===== config.mk =====
export PLATFORM = sky130hd
export DESIGN_NAME = mem_port_arbiter
export DESIGN_NICKNAME = d
export VERILOG_FILES = /design/src/rtl/mem_arb_pkg.sv /design/src/rtl/mem_arb_rr.sv /design/src/rtl/mem_port_arbiter.sv
export SDC_FILE = /design/constraint.sdc
export NUM_CORES = 1
export LEC_CHECK = 0
export CAP_MARGIN = 15
export CORE_UTILIZATION = 35
export DETAILED_ROUTE_END_ITERATION = 16
export GPL_ROUTABILITY_DRIVEN = 1
export HOLD_SLACK_MARGIN = 0.08
export PLACE_DENSITY = 0.72
export SYNTH_ARGS = -nofsm -noshare
export SYNTH_HDL_FRONTEND = slang
export SYNTH_HIERARCHICAL = 1
export SYNTH_SLANG_ARGS = --single-unit

===== constraint.sdc =====
create_clock -name clk -period 2.6 [get_ports clk]
set_clock_uncertainty 0.05 [all_clocks]
set_input_delay 0.39 -clock clk [delete_from_list [all_inputs] [get_ports clk]]
set_output_delay 0.39 -clock clk [all_outputs]
set_load 0.01 [all_outputs]

===== src/rtl/mem_arb_pkg.sv =====
// Shared types for the fetch / load-store memory port arbiter.
package mem_arb_pkg;

    localparam int CNT_W = 4;

    typedef enum logic [1:0] {
        IDLE,
        ACCESS,
        RESP
    } arb_state_t;

    typedef enum logic {
        GNT_FETCH,
        GNT_DATA
    } grant_t;

endpackage


===== src/rtl/mem_arb_rr.sv =====
// Two-way round-robin picker: on a tie the requester that was not served last wins.
module mem_arb_rr
    import mem_arb_pkg::*;
(
    input  logic   i_req,
    input  logic   d_req,
    input  grant_t last_grant,
    output grant_t grant,
    output logic   valid
);

    always_comb begin
        valid = i_req | d_req;
        grant = GNT_FETCH;
        if (i_req && d_req) begin
            grant = (last_grant == GNT_FETCH) ? GNT_DATA : GNT_FETCH;
        end else if (d_req) begin
            grant = GNT_DATA;
        end
    end

endmodule


===== src/rtl/mem_port_arbiter.sv =====
// Shares the single CPU memory between instruction fetch and load/store: round-robin
// grant, MEM_LAT-cycle access with latched address/data, one-cycle ack with registered data.
module mem_port_arbiter
    import mem_arb_pkg::*;
#(
    parameter int AW      = 32,
    parameter int DW      = 32,
    parameter int MEM_LAT = 1
) (
    input  logic          clk,
    input  logic          rst,
    input  logic          i_req,
    input  logic [AW-1:0] i_addr,
    output logic          i_ack,
    output logic [DW-1:0] i_rdata,
    input  logic          d_req,
    input  logic          d_we,
    input  logic [AW-1:0] d_addr,
    input  logic [DW-1:0] d_wdata,
    output logic          d_ack,
    output logic [DW-1:0] d_rdata,
    output logic [AW-1:0] mem_addr,
    output logic [DW-1:0] mem_wdata,
    output logic          mem_R,
    output logic          mem_W,
    input  logic [DW-1:0] mem_rdata,
    output logic          busy
);

    localparam logic [CNT_W-1:0] WAIT_INIT = CNT_W'(MEM_LAT - 1);

    arb_state_t       state_q, state_d;
    grant_t           last_grant_q, last_grant_d;
    grant_t           grant_q, grant_d;
    logic [AW-1:0]    addr_q, addr_d;
    logic             we_q, we_d;
    logic [DW-1:0]    wdata_q, wdata_d;
    logic [CNT_W-1:0] wait_cnt_q, wait_cnt_d;
    logic [DW-1:0]    i_rdata_q, i_rdata_d;
    logic [DW-1:0]    d_rdata_q, d_rdata_d;

    grant_t rr_last;
    grant_t rr_grant;
    logic   rr_valid;

    // In RESP the access just finishing counts as the last grant, so held requests alternate.
    assign rr_last = (state_q == RESP) ? grant_q : last_grant_q;

    mem_arb_rr u_rr (
        .i_req      (i_req),
        .d_req      (d_req),
        .last_grant (rr_last),
        .grant      (rr_grant),
        .valid      (rr_valid)
    );

    always_comb begin
        // NOTE: every _d gets a default before the case, so no path can infer a latch.
        state_d      = state_q;
        last_grant_d = last_grant_q;
        grant_d      = grant_q;
        addr_d       = addr_q;
        we_d         = we_q;
        wdata_d      = wdata_q;
        wait_cnt_d   = wait_cnt_q;
        i_rdata_d    = i_rdata_q;
        d_rdata_d    = d_rdata_q;

        case (state_q)
            IDLE, RESP: begin
                if (state_q == RESP) begin
                    last_grant_d = grant_q;
                end
                state_d = IDLE;
                if (rr_valid) begin
                    state_d    = ACCESS;
                    grant_d    = rr_grant;
                    wait_cnt_d = WAIT_INIT;
                    if (rr_grant == GNT_DATA) begin
                        addr_d  = d_addr;
                        we_d    = d_we;
                        wdata_d = d_wdata;
                    end else begin
                        addr_d  = i_addr;
                        we_d    = 1'b0;
                    end
                end
            end
            ACCESS: begin
                if (wait_cnt_q == '0) begin
                    state_d = RESP;
                    if (!we_q) begin
                        if (grant_q == GNT_FETCH) begin
                            i_rdata_d = mem_rdata;
                        end else begin
                            d_rdata_d = mem_rdata;
                        end
                    end
                end else begin
                    wait_cnt_d = wait_cnt_q - 1'b1;
                end
            end
            default: begin
                state_d = IDLE;
            end
        endcase
    end

    always_ff @(posedge clk) begin
        // NOTE: state registers use non-blocking assignments so all flops update together.
        if (rst) begin
            state_q      <= IDLE;
            last_grant_q <= GNT_FETCH;
            grant_q      <= GNT_FETCH;
            addr_q       <= '0;
            we_q         <= 1'b0;
            wdata_q      <= '0;
            wait_cnt_q   <= '0;
            i_rdata_q    <= '0;
            d_rdata_q    <= '0;
        end else begin
            state_q      <= state_d;
            last_grant_q <= last_grant_d;
            grant_q      <= grant_d;
            addr_q       <= addr_d;
            we_q         <= we_d;
            wdata_q      <= wdata_d;
            wait_cnt_q   <= wait_cnt_d;
            i_rdata_q    <= i_rdata_d;
            d_rdata_q    <= d_rdata_d;
        end
    end

    // Write strobe only in the last access cycle, so memory sees one write with settled inputs.
    assign mem_addr  = addr_q;
    assign mem_wdata = wdata_q;
    assign mem_R     = (state_q == ACCESS) && !we_q;
    assign mem_W     = (state_q == ACCESS) && we_q && (wait_cnt_q == '0);
    assign i_ack     = (state_q == RESP) && (grant_q == GNT_FETCH);
    assign d_ack     = (state_q == RESP) && (grant_q == GNT_DATA);
    assign i_rdata   = i_rdata_q;
    assign d_rdata   = d_rdata_q;
    assign busy      = (state_q != IDLE);

endmodule


==> results of run 1 <==
report_power, final:
part | switching (mW) | internal [mW]
Sequential | 0.0673 | 2.22
Clock | 0.926 | 1.71
Combinational | 0.355 | 0.510
Total | 1.35 | 4.44
cells in the final DEF (no fill, tap or decap), types with 3 or more instances in the layout:
cell type | Yosys | layout
a21oi_1 | 33 | 33
buf_12 | 0 | 3
buf_4 | 0 | 8
bufinv_16 | 0 | 5
clkbuf_16 | 0 | 17
clkdlybuf4s50_1 | 0 | 264
clkinv_2 | 0 | 3
clkinv_4 | 0 | 3
dfxtp_1 | 137 | 137
inv_1 | 4 | 3
mux2i_1 | 97 | 97
nand2_1 | 160 | 160
nand2b_1 | 5 | 5
nor2_1 | 3 | 3
nor4_1 | 3 | 3
o2bb2ai_1 | 32 | 32
worst register-to-register path, delay by kind of cell (launching register included):
kind / cells / cell delay (ns)
buf+inv: 3 / 0.65
flops: 1 / 0.34
fa+ha+maj: 1 / 0.22
simple gates: 2 / 0.46
mux: 1 / 0.27
flip-flops by register name (all words and copies together), names as in the netlist:
register and count:
mem_wdata 32, i_rdata 32, wait_cnt_q 4, grant_q 1, d_rdata 32, last_grant_q 1
state_q 2, we_q 1, mem_addr 32
cell type report:
class | instances | area (sq um) | area share
multi-input cells | 358 | 2300 | 0.264
flip-flops and latches | 137 | 2740 | 0.315
repair buffers | 276 | 2780 | 0.318
clock inverters | 15 | 224 | 0.0257
clock buffers | 17 | 425 | 0.0488
inverters | 4 | 15.0 | 0.00172
well taps | 184 | 230 | 0.0264
cells by family (layout without fill, tap and decap cells):
family / Yosys count / count (layout) / synth area share
and+or+nand+nor: 187 / 187 / 0.153
muxes: 97 / 97 / 0.185
DFF: 137 / 137 / 0.523
buffers and inverters: 43 / 312 / 0.0389
adders and majority gates: 1 / 1 / 0.00239
AOI/OAI and AO/OA: 73 / 73 / 0.0972
metrics by stage:
stage	utilization	hold slack (ns)	power [mW]	area (sq um)	cells
final	0.598	0.403	5.79	8720	991
after global routing	0.598	0.422	6.02	8720	991
after CTS	0.597	0.406	5.87	8710	990
after detailed placement	0.552	0.395	3.21	8060	958
after global placement	0.552	0.392	3.19	8060	958
after floorplan	-	0.429	2.68	5240	538
metal layers:
metal / up-vias / GRT usage
met1: 2150 / 0.198
li1: 2338 / -
met2: 174 / 0.344
met3: 22 / 0.0842
met5: - / 0
met4: 0 / 0.0765
cells in the mapped netlist, drive strengths merged, types with 3 or more instances:
library cell  number  share of area
buf               22          0.024
clkbuf            17          0.012
inv                4         0.0029
nand2b             5         0.0060
a21oi             33          0.032
mux2i             97           0.19
nor2               3         0.0021
dfxtp            137           0.52
o2bb2ai           32          0.053
nand2            160           0.11
nor4               3         0.0036
timing repair:
item,CTS,global route
endpoints found under the hold margin,0,0
hold buffers,0,0
buffers inserted,0,1
gates resized for setup,0,1
setup endpoints to repair,0,1
worst max path at each step:
stage                  startpoint            to  slack [ns]  cells past startpoint
CTS                 wait_cnt_q[0]         mem_W        0.02                      5
global route           state_q[0]         mem_R        0.25                      3
finish                 state_q[0]         mem_R        0.36                      3
floorplan              state_q[0]  mem_wdata[0]        0.65                      9
detailed placement  wait_cnt_q[0]         mem_W        0.48                      5
global placement    wait_cnt_q[0]         mem_W        0.54                      5
==> impl_metrics.env, run 1 <==
export IMPL_drv_slew=0
export IMPL_final_min_clock_period_ns=2.24
export IMPL_status="completed"
export IMPL_wl_met3_mm=1.35
export IMPL_crit_required_ns=2.16
export IMPL_clk_pin_slew_ns=0.06
export IMPL_wl_per_cell_um=14.9
export IMPL_area_growth_pct=66.4
export IMPL_cpLargestDelayFamily="buffers and inverters"
export IMPL_coreArea_sq_um=14600
export IMPL_synthesis_area_sq_um=5240
export IMPL_antenna_cells=0
export IMPL_worstPathCellList="nand2b_1 > nor2_1 > clkdlybuf4s50_1"
export IMPL_p_per_area_nw_per_um2=664
export IMPL_io_pins=266
export IMPL_rsz0062_at_grt="false"
export IMPL_path_max_fanout=8
export IMPL_r2r_slack_ns=0.54
export IMPL_vias=4684
export IMPL_hold_depth=2
export IMPL_fill_cells=1214
export IMPL_synth_seq_cells=137
export IMPL_worst_slack_ns=0.363
export IMPL_drt_iter0_drc=103
export IMPL_synthDistinctLibCells=32
export IMPL_grtUsageTotal=0.194
export IMPL_start_kind="flop"
export IMPL_dp_worst_setup_slack_ns=0.484
export IMPL_grt_max_degree=103
export IMPL_first_global_vias=4983
export IMPL_clockBufferDepth=2
export IMPL_wl_met2_mm=7.36
export IMPL_cpMaxStageDelayCell="clkdlybuf4s50_1"
export IMPL_dp_hpwl_mm=10.7
export IMPL_r2r_end="i_rdata[14]"
export IMPL_critPathArrivalTime_ns=1.80
export IMPL_die_area_sq_um=15500
export IMPL_m1WireLength_mm=5.82
export IMPL_insertion_delay_ns=0.41
export IMPL_max_freq_ghz=0.447
export IMPL_dieHeight_um=124
export IMPL_r2r_start="wait_cnt_q[0]"
export IMPL_grt_first_pass_wirelength_mm=24.1
export IMPL_firstDrtPassIters=4
export IMPL_synth_cells=538
export IMPL_htreeDepth=4
export IMPL_crit_type="reg -> out"
export IMPL_ant_nets=0
export IMPL_hold_start="mem_wdata[18]"
export IMPL_die_w_um=124
export IMPL_critPathMaxStageDelay_ns=0.59
export IMPL_period_share=0.861
export IMPL_tritoncts="built"
export IMPL_synth_edf_count=0
export IMPL_max_slew_margin=0.616
export IMPL_clock_root_buffer="clkbuf_16"
export IMPL_fin_tns_setup_ns=0
export IMPL_async_reset_ff_frac=0
export IMPL_min_path_type="reg -> reg"
export IMPL_clkSinkCount=137
export IMPL_synth_area_per_cell_sq_um=9.74
export IMPL_syn_num_nets=672
export IMPL_drive_gt1_frac=0.0620
export IMPL_initial_core_util=0.359
export IMPL_hold_viol=0
export IMPL_max_cap_violations=0
export IMPL_nets=928
export IMPL_drc=0
export IMPL_antenna_found_initial=0
export IMPL_cts_made_buffers=17
export IMPL_hold_end="mem_wdata[18]"
export IMPL_grt_overflow=0
export IMPL_yosysSeqAreaShare=0.523
export IMPL_io_buffers=265
export IMPL_finalWeightedCongestion=0.750
export IMPL_ys_flop_type="dfxtp_1"
export IMPL_critPathBufInv=1
export IMPL_p_leak_nw=3.53
export IMPL_worstMarginPinSlew_ns=0.576
export IMPL_drt_wl_total_mm=14.8
export IMPL_ys_warn_count=6
export IMPL_top_layer_used="met4"
export IMPL_worst_setup_path_end_kind="primary output"
export IMPL_ir_worst_vdd_v=0.000358
export IMPL_setup_viol=0
export IMPL_ff2ff_path_depth=7
export IMPL_detail_route_vias_per_cell=4.73
export IMPL_row_count=44
Power figures use the tool's default switching activity.
==> inputs of run 2 (changes only) <==
CTS_CLUSTER_DIAMETER = 30   (was unset)
SLEW_MARGIN = 20   (was unset)
==> results of run 2 <==
Same layout as run 1: the final DEF is identical, and so are final timing and power.
==> RTL change (flow settings as in run 1) <==
`addr_q`, `wdata_q`, `i_rdata_q` and `d_rdata_q` no longer have a reset.
--- a/src/rtl/mem_port_arbiter.sv
+++ b/src/rtl/mem_port_arbiter.sv
@@ -112,23 +112,22 @@
             state_q      <= IDLE;
             last_grant_q <= GNT_FETCH;
             grant_q      <= GNT_FETCH;
-            addr_q       <= '0;
             we_q         <= 1'b0;
-            wdata_q      <= '0;
             wait_cnt_q   <= '0;
-            i_rdata_q    <= '0;
-            d_rdata_q    <= '0;
         end else begin
             state_q      <= state_d;
             last_grant_q <= last_grant_d;
             grant_q      <= grant_d;
-            addr_q       <= addr_d;
             we_q         <= we_d;
-            wdata_q      <= wdata_d;
             wait_cnt_q   <= wait_cnt_d;
-            i_rdata_q    <= i_rdata_d;
-            d_rdata_q    <= d_rdata_d;
         end
+    end
+
+    always_ff @(posedge clk) begin
+        addr_q    <= addr_d;
+        wdata_q   <= wdata_d;
+        i_rdata_q <= i_rdata_d;
+        d_rdata_q <= d_rdata_d;
     end
 
     // Write strobe only in the last access cycle, so memory sees one write with settled inputs.
Behaviour: not the same (Yosys sat finds a counterexample within 4 cycles, from zero or initial values and one cycle with rst high).
==> RTL change against run 1 <==
Final cell count down 30%. Area after synthesis decreased by 11%. First-iteration DRC count grew 58%. Count of clock-buffer cells in the layout grew 3. Largest power group is now sequential cells. Critical path depth up 2. Total power shrank 3.3%. Cell area is 5.5% lower. Setup slack worse by 0.20 ns. Critical path type unchanged. Worst hold slack improved by 0.078 ns. Critical endpoint is now mem_W. Sequential cell count unchanged. Sequential share of layout area up 17 points. Routed wire length decreased by 18%.
==> RTL change: results (changes against run 1) <==
* Clock transition at path regs at 0.05 ns
* Filler instances at 934 (-23%)
* Initial antenna violation count at 0 (unchanged)
* Status: complete, no violations
* FF-to-FF setup slack at 0.58 ns (+0.04 ns)
* Met1 Usage GRT at 0.1903 (-0.007748)
* Worst Tran Pin Value at 0.3963 ns (-0.1795 ns)
* Post-synthesis cell type count at 31 (-3.1%)
* Mean number of vias per cell at 4.487 (-5.1%)
* Most used DFF post-synth: edfxtp_1
* WL final at 12070 um (-18%)
* Met3 usage in global routing at 0.08382 (-0.0003746)
* Hold path cells at 1 (-1)
* WP data arrival at 1.99 ns (+0.19 ns)
* Hold_ws at 0.4807 ns (+0.07789 ns)
* Worst Hold Class: in2reg
* EDFF count, synth at 128 (+128)
* Hold path startpoint: d_wdata[21]
* Vias in the first global route at 3307 (-34%)
* Final Wtd Congestion at 0.8482 (+13%)
* CTS Root Cell: clkbuf_16
* Post-Syn Nets at 353 (-47%)
* Synth top area cells: edfxtp_1 (82%), mux2_2 (7.7%), dfxtp_1 (3.9%)
* Reg2reg end: mem_wdata[5]
* Placed insts at 658 (-31%)
* Reg2Reg Depth at 7 (unchanged)
* Buffers on Ports at 265 (unchanged)
* Critical path startpoint: wait_cnt_q[0]
* Internal power at 0.004477 W (+0.84%)
* M2 GR Usage at 0.3217 (-0.02275)
* Largest net degree at the start of global routing at 33 (-68%)
* Slowest CP cell: clkdlybuf4s50_1
* Combinational Power Share at 0.121 (-0.028)
* Clk pwr share at 0.414 (-0.041)
* Vias post-DR at 3096 (-34%)
* H-tree level count at 4 (unchanged)
* GR Util All Layers at 0.1843 (-0.009485)
* IR Drop Worst-Case VDD at 453.0 uV (+27%)
* Max stage delay on crit path at 0.56 ns (-0.03 ns)
* Worst r2r src: state_q[1]
* Share of cells above drive strength 1 at 0.1429 (+0.08090)
* Most frequent cells after synthesis: edfxtp_1 (128), mux2_2 (32), dfxtp_1 (9)
* Final #Nets at 641 (-31%)
* CTS buffer count at 17 (unchanged)
* CP Max Fanout at 4 (-4)
* Post-Synthesis Mean Instance Area at 21.34 um2 (+120%)
* Register area share after synthesis at 0.8608 (+0.3374)
* Initial DRC count at 163 (+58%)
* Estimated wirelength of the detail-placed design at 9051 um (-15%)
* P_leak at 2.898 nW (-18%)
* Hold Path End: mem_wdata[21]
* Worst slack at placement at 0.1498 ns (-0.3345 ns)
* First-pass GRT wire length at 18600 um (-23%)
==> RTL change: changes by cell type in the layout (fill, tap and decap cells not counted), moves of 30 or more <==
cell       before  now
mux2i_1        97    0
a21oi_1        33    3
edfxtp_1        0  128
mux2_2          0   32
nand2_1       160    4
dfxtp_1       137    9
o2bb2ai_1      32    0
==> RTL change: worst max-delay path by stage <==
stage	end	slack [ns]	cells past startpoint
2_1_floorplan	d_rdata[0]	0.03	5
3_3_place_gp	mem_W	0.33	5
3_5_place_dp	mem_W	0.15	5
4_1_cts	mem_W	0.05	5
5_1_grt	mem_W	0.08	5
6_report	mem_W	0.17	5
==> RTL change: layer usage <==
metal,share of wire,vias to the layer above
met3,0.11,20
met5,0,-
met2,0.51,189
met4,0.021,0
li1,-,1429
met1,0.36,1458
==> RTL change: area by class of cell <==
type,instances,area (um2),area share
timing repair buffer,274,2758,0.3346
inverter,6,26.28,0.003189
multi-input combinational,71,651.9,0.07911
sequential,137,4024,0.4883
clock inverter,10,128.9,0.01564
tap,172,215.2,0.02612
clock buffer,20,436.7,0.05299
==> RTL change: through the flow <==
step / cell area, um2 / power, W
CTS: 8225 / 0.005652
floorplan: 4701 / 0.002833
global route: 8240 / 0.005784
global placement: 7649 / 0.003317
finish: 8240 / 0.005595
detailed placement: 7649 / 0.003330
==> RTL change: timing repair <==
action                                  4_1_cts  5_1_grt
setup buffers                                 0        2
hold endpoints to repair                      0        0
gates resized for setup                       2        0
endpoints found under the setup margin        1        1
==> RTL change: logic make-up after synthesis <==
logic type,after synthesis,synth area share
buffers and inverters,11,0.009368
muxes,32,0.07709
AOI/OAI and AO/OA,12,0.01713
DFF,137,0.8608
adders and majority gates,1,0.002676
and+or+nand+nor,26,0.03292
